`src/rtl/div16x8_if.sv`:
```
// Request/result bundle for div16x8: operands with start, registered results with status.
// The master drives the request and the slave returns the results.
interface div16x8_if;
   logic        start;
   logic [15:0] dividend;
   logic [7:0]  divisor;
   logic [15:0] quotient;
   logic [7:0]  remainder;
   logic        busy;
   logic        done;
   logic        err;

   modport master (
      output start, dividend, divisor,
      input  quotient, remainder, busy, done, err
   );

   modport slave (
      input  start, dividend, divisor,
      output quotient, remainder, busy, done, err
   );
endinterface

```
`src/rtl/div16x8.sv`:
```
// 16/8 unsigned restoring divider, one quotient bit per cycle, 18-cycle throughput.
// Optional macro DIV_ZERO_DETECT_EN: short-circuit divisor==0 straight to DONE and raise err.
module div16x8 (
   input  logic      clk,
   input  logic      sclr,
   div16x8_if.slave  bus
);

   typedef enum logic [1:0] {IDLE, CALC, DONE} state_t;

   state_t      state, state_nxt;
   logic [15:0] dvd_q;        // dividend shifts out MSB first, quotient bits shift in at LSB
   logic [7:0]  dvs_q;
   logic [7:0]  rem_q;
   logic [3:0]  cnt_q;
   logic [15:0] quotient_q;
   logic [7:0]  remainder_q;
   logic        busy_q;
   logic        done_q;
   logic        zero_hit;
   logic [8:0]  rem_shift;
   logic        rem_ge;
   logic [7:0]  rem_sub;

`ifdef DIV_ZERO_DETECT_EN
   assign zero_hit = (bus.divisor == 8'd0);
`else
   assign zero_hit = 1'b0;
`endif

   // The shifted remainder needs 9 bits; after a subtract it always fits back into 8.
   always_comb begin
      rem_shift = {rem_q, dvd_q[15]};
      rem_ge    = (rem_shift >= {1'b0, dvs_q});
      rem_sub   = rem_shift[7:0] - dvs_q;
   end

   always_ff @(posedge clk) begin
      if (sclr) state <= IDLE;
      else      state <= state_nxt;
   end

   // NOTE: combinational logic uses blocking '=' with a default first so no latch is inferred;
   // clocked state uses non-blocking '<=' so all registers update from pre-edge values.
   always_comb begin
      state_nxt = state;
      case (state)
         IDLE: if (bus.start) state_nxt = zero_hit ? DONE : CALC;
         CALC: if (cnt_q == 4'd0) state_nxt = DONE;
         DONE: state_nxt = IDLE;
         default: state_nxt = IDLE;
      endcase
   end

   always_ff @(posedge clk) begin
      if (sclr) begin
         dvd_q       <= '0;
         dvs_q       <= '0;
         rem_q       <= '0;
         cnt_q       <= '0;
         quotient_q  <= '0;
         remainder_q <= '0;
         busy_q      <= 1'b0;
         done_q      <= 1'b0;
      end else begin
         done_q <= 1'b0;
         case (state)
            IDLE: begin
               if (bus.start) begin
                  dvs_q  <= bus.divisor;
                  cnt_q  <= 4'd15;
                  busy_q <= 1'b1;
                  if (zero_hit) begin
                     dvd_q <= 16'hFFFF;
                     rem_q <= bus.dividend[7:0];
                  end else begin
                     dvd_q <= bus.dividend;
                     rem_q <= '0;
                  end
               end
            end
            CALC: begin
               rem_q <= rem_ge ? rem_sub : rem_shift[7:0];
               dvd_q <= {dvd_q[14:0], rem_ge};
               cnt_q <= cnt_q - 4'd1;
            end
            DONE: begin
               quotient_q  <= dvd_q;
               remainder_q <= rem_q;
               busy_q      <= 1'b0;
               done_q      <= 1'b1;
            end
            default: ;
         endcase
      end
   end

`ifdef DIV_ZERO_DETECT_EN
   logic zflag_q;
   logic err_q;

   always_ff @(posedge clk) begin
      if (sclr) begin
         zflag_q <= 1'b0;
         err_q   <= 1'b0;
      end else if (state == IDLE && bus.start) begin
         zflag_q <= zero_hit;
      end else if (state == DONE) begin
         err_q   <= zflag_q;
      end
   end

   assign bus.err = err_q;
`else
   assign bus.err = 1'b0;
`endif

   assign bus.quotient  = quotient_q;
   assign bus.remainder = remainder_q;
   assign bus.busy      = busy_q;
   assign bus.done      = done_q;

endmodule
```
`src/flat_wrapper.sv`:
```
// flat-port wrapper written by rule: the top's interface ports become plain ports
module div16x8_flat 
  (clk, sclr, bus_start, bus_dividend, bus_divisor, bus_quotient, bus_remainder, bus_busy, bus_done, bus_err);
  div16x8_if bus_i ();
  input  logic clk;
  input  logic sclr;
  input wire logic [$bits(bus_i.start)-1:0] bus_start;
  input wire logic [$bits(bus_i.dividend)-1:0] bus_dividend;
  input wire logic [$bits(bus_i.divisor)-1:0] bus_divisor;
  output wire logic [$bits(bus_i.quotient)-1:0] bus_quotient;
  output wire logic [$bits(bus_i.remainder)-1:0] bus_remainder;
  output wire logic [$bits(bus_i.busy)-1:0] bus_busy;
  output wire logic [$bits(bus_i.done)-1:0] bus_done;
  output wire logic [$bits(bus_i.err)-1:0] bus_err;
  assign bus_i.start = bus_start;
  assign bus_i.dividend = bus_dividend;
  assign bus_i.divisor = bus_divisor;
  assign bus_quotient = bus_i.quotient;
  assign bus_remainder = bus_i.remainder;
  assign bus_busy = bus_i.busy;
  assign bus_done = bus_i.done;
  assign bus_err = bus_i.err;
  div16x8 u_core (.clk(clk), .sclr(sclr), .bus(bus_i));
endmodule
```
`config.mk`:
```
export PLATFORM = sky130hd
export DESIGN_NAME = div16x8_flat
export DESIGN_NICKNAME = d
export VERILOG_FILES = /design/src/rtl/div16x8_if.sv /design/src/rtl/div16x8.sv /design/src/flat_wrapper.sv
export SDC_FILE = /design/constraint.sdc
export NUM_CORES = 1
export LEC_CHECK = 0
export ABC_AREA = 0
export BUFFER_PORTS_ARGS = -buffer_cell sky130_fd_sc_hd__clkbuf_2
export CAP_MARGIN = 10
export CORE_UTILIZATION = 41
export DETAILED_ROUTE_END_ITERATION = 16
export HOLD_SLACK_MARGIN = 0.06
export PLACE_DENSITY = 0.67
export RECOVER_POWER = 50
export SLEW_MARGIN = 20
export SYNTH_ARGS = -nofsm -noshare
export SYNTH_HDL_FRONTEND = slang
export SYNTH_SLANG_ARGS = --single-unit
```
`constraint.sdc`:
```
create_clock -name clk -period 4.65 [get_ports clk]
set_input_delay 0.2325 -clock clk [delete_from_list [all_inputs] [get_ports clk]]
set_output_delay 0.2325 -clock clk [all_outputs]
set_load 0.005 [all_outputs]
```
==> out/qor.yml <==
final_layout:
  multiInputGateArea_um2: 1460
  seqCellArea_um2: 1280
  antenna_cells: 0
  syn_to_final_growth_pct: 15.2
  drive_above_1_share_pct: 15.9
  nets: 447
  fill_cells: 726
cts:
  clock-root-buffer: "clkbuf_8"
  cts.path.max_buffers: 2
  htree_levels: 3
  cts-resized-gates: 0
  ctsHoldBuffers: 0
  cts_tree: "yes"
  cts_made_buffers: 9
  cts.sinks: 64
  clk_latency_ns: 0.34
  postCtsSetupBuffers: 0
  clkSlewWorstSetupHoldPaths_ns: 0.07
timing:
  setup_viol: 0
  setup_ws_ns: 1.57
  maxSlewViolCount: 19
  hold_viol: 0
  finalCriticalPeriod_ns: 3.08
  worstMarginPinSlew_ns: 2.02
  fmax_ghz: 0.325
  clock-skew-final_ns: 0.00715
  rsz0062_at_grt: "no"
  setup_tns_ns: 0
  slew_headroom_pct: -34.7
  fin_crit_sh_pct: 66.2
setup_path:
  rrSetupSlack_ns: 1.57
  critical_path_peak_fanout: 24
  cp-start-kind: "flip-flop"
  arrival_ns: 3.34
  worstSetupEndpointType: "flip-flop"
  critical_path_class: "flip-flop to flip-flop"
  slowest_stage: "nor3b_1"
  crit_buf_inv: 0
  max_stage_delay_ns: 1.65
  required_ns: 4.91
  r2r_start: "u_core.state[0]"
  r2r_cells: 4
  cp_top_family: "simple AND/OR/NAND/NOR gates"
  crit_chain: "nor3b_1 > nor2b_1 > a22oi_1 > o21ai_0"
  r2r_end: "u_core.dvd_q[4]"
floorplanning:
  fp-row-count: 30
  dieArea_um2: 7490
  die_w_um: 86.6
  initial_utilization_pct: 42.7
  core-area_um2: 6870
  die_y_um: 86.6
  io_pins: 54
drt:
  post_drt_wl_per_cell_um: 12.5
  vias_per_cell: 4.89
  drcViolationCount: 0
  ant_nets: 0
  drt_iter0_markers: 132
  routed_wl_mm: 6.39
  vias: 2497
  drt_first_pass_iters: 5
synth:
  synth_seq_cells: 64
  yosys_warnings: 0
  synthCells: 369
  syn_area_per_cell_um2: 7.94
  synth-async-reset-ratio_pct: 0
  yosys-top-cells-area: "dfxtp_1, nand2_1, a21oi_1"
  ys_types: 43
  synth-edff-count: 0
  netlist.top_cell.by_area: "dfxtp_1"
  ys_seq_area_share_pct: 43.7
  synth_nets: 406
  synth_top_cell_area_share_pct: 43.7
  ys.flop_type: "dfxtp_1"
  syn_area_um2: 2930
power_and_ir_drop:
  cellLeakagePower_nw: 1.40
  cellPowerDensity_nw_per_um2: 476
  ir_drop_mv: 0.194
min_path:
  holdCritPathClass: "input port to flip-flop"
  worstHoldEndpoint: "u_core.dvs_q[1]"
  hp-start: "bus_divisor[1]"
  whs_path_depth: 3
outcome:
  status: "complete, but fails checks"
  violations: "max-capacitance violations, max-slew violations"
placed_design:
  place_hpwl_mm: 4.40
  globalplace.congestion: 0.777
  dp_slack_ns: 2.19
  port_buffers: 52
global_routing:
  antenna_found_initial: 0
  grt_pass1_wl_mm: 10.9
  grt_start_max_net_pins: 53
  grt_usage_pct: 18.9
  overflow: 0
  grt_pass1_vias: 2368
job:
  maxCapViolCount: 1
-- cell usage in the layout (no fill, tap or decap), types with 9 or more instances in the layout --
master	n
clkbuf_1	10
clkbuf_2	42
dfxtp_1	64
clkbuf_8	11
a21oi_1	49
nor2b_1	12
nand2_1	66
ha_1	9
nor3_1	9
nor2_1	59
inv_1	14
-- area by class of cell --
type	count	share of cell area, %
Multi-Input combinational cell	268	43.3
Sequential cell	64	38.0
Timing Repair Buffer	53	7.56
Clock buffer	12	4.60
Tap cell	96	3.56
Inverter	14	1.56
Clock inverter	4	1.52
-- synth_stat cells (2+ instances only) --
| cell | count |
|---|---|
| inv_1 | 14 |
| clkbuf_1 | 9 |
| nor3_1 | 9 |
| buf_1 | 2 |
| mux2i_1 | 6 |
| nand3b_1 | 3 |
| ha_1 | 9 |
| dfxtp_1 | 64 |
| xnor2_1 | 2 |
| a21o_1 | 2 |
| o221a_2 | 3 |
| buf_2 | 10 |
| a22o_1 | 2 |
| o21ai_1 | 5 |
| nor2_1 | 59 |
| nand2_1 | 66 |
| o21ai_0 | 7 |
| a22oi_1 | 6 |
| a21oi_1 | 49 |
| nand2b_1 | 5 |
| nand3_1 | 2 |
| a211oi_1 | 4 |
| nor2b_1 | 11 |
-- cell families after synthesis --
family | after synthesis | share of synthesized area [%]
AO/OA/AOI/OAI | 88 | 18.8
XOR/XNOR | 3 | 0.896
adder cells (fa/ha/maj) | 10 | 4.52
buffers and inverters | 37 | 5.85
flip-flops | 64 | 43.7
multiplexers | 6 | 2.05
other | 1 | 0.128
AND/OR/NAND/NOR | 160 | 24.1
-- where the power goes --
part	internal (mW)	switching (mW)	leakage (nW)
clock	0.278	0.215	0.103
sequential	0.598	0.0521	0.523
combinational	0.205	0.258	0.778
-- per-layer routing --
metal,GRT usage [%],vias to the layer above,share of wire (%)
met5,0,-,0
li1,-,1319,-
met1,24.7,1120,49
met4,8.33,0,2.1
met2,29.7,48,45
met3,4.57,10,3.6
-- metrics by stage --
| step | std cells | instance area [µm²] | total power, mW | hold slack, ns | utilization (%) |
|---|---|---|---|---|---|
| global placement | 495 | 3200 | 1.11 | 0.444 | 46.6 |
| finish | 511 | 3380 | 1.61 | 0.111 | 49.1 |
| detailed placement | 495 | 3200 | 1.13 | 0.447 | 46.6 |
| floorplan | 369 | 2930 | 1.08 | 0.361 | - |
| CTS | 511 | 3410 | 1.62 | 0.102 | 49.6 |
| global route | 511 | 3380 | 1.71 | 0.106 | 49.1 |
-- flip-flops by register name, summed over array words and instances (netlist names) --
register	count
u_core.bus.quotient	16
u_core.dvd_q	16
u_core.bus.remainder	8
u_core.dvs_q	8
u_core.rem_q	8
u_core.cnt_q	4
u_core.state	2
u_core.bus.busy	1
u_core.bus.done	1
-- how the worst max path moves through the flow --
| stage | from | to | slack [ns] | cells past startpoint |
|---|---|---|---|---|
| floorplan | u_core.dvd_q[15] | u_core.rem_q[6] | 2.75 | 9 |
| global placement | u_core.state[0] | u_core.rem_q[6] | 2.32 | 4 |
| detailed placement | u_core.state[0] | u_core.dvd_q[4] | 2.19 | 5 |
| CTS | u_core.state[0] | u_core.dvd_q[4] | 2.18 | 5 |
| global route | u_core.state[0] | u_core.dvd_q[4] | 1.21 | 4 |
| finish | u_core.state[0] | u_core.dvd_q[4] | 1.57 | 4 |
-- worst reg2reg max path: cells and delay by family (launching register included) --
kind | cells | cell delay (ns)
and+or+nand+nor | 2 | 2.22
DFF | 1 | 0.53
AOI/OAI and AO/OA | 2 | 0.25
Note: power is estimated with default switching activity, not from simulation.
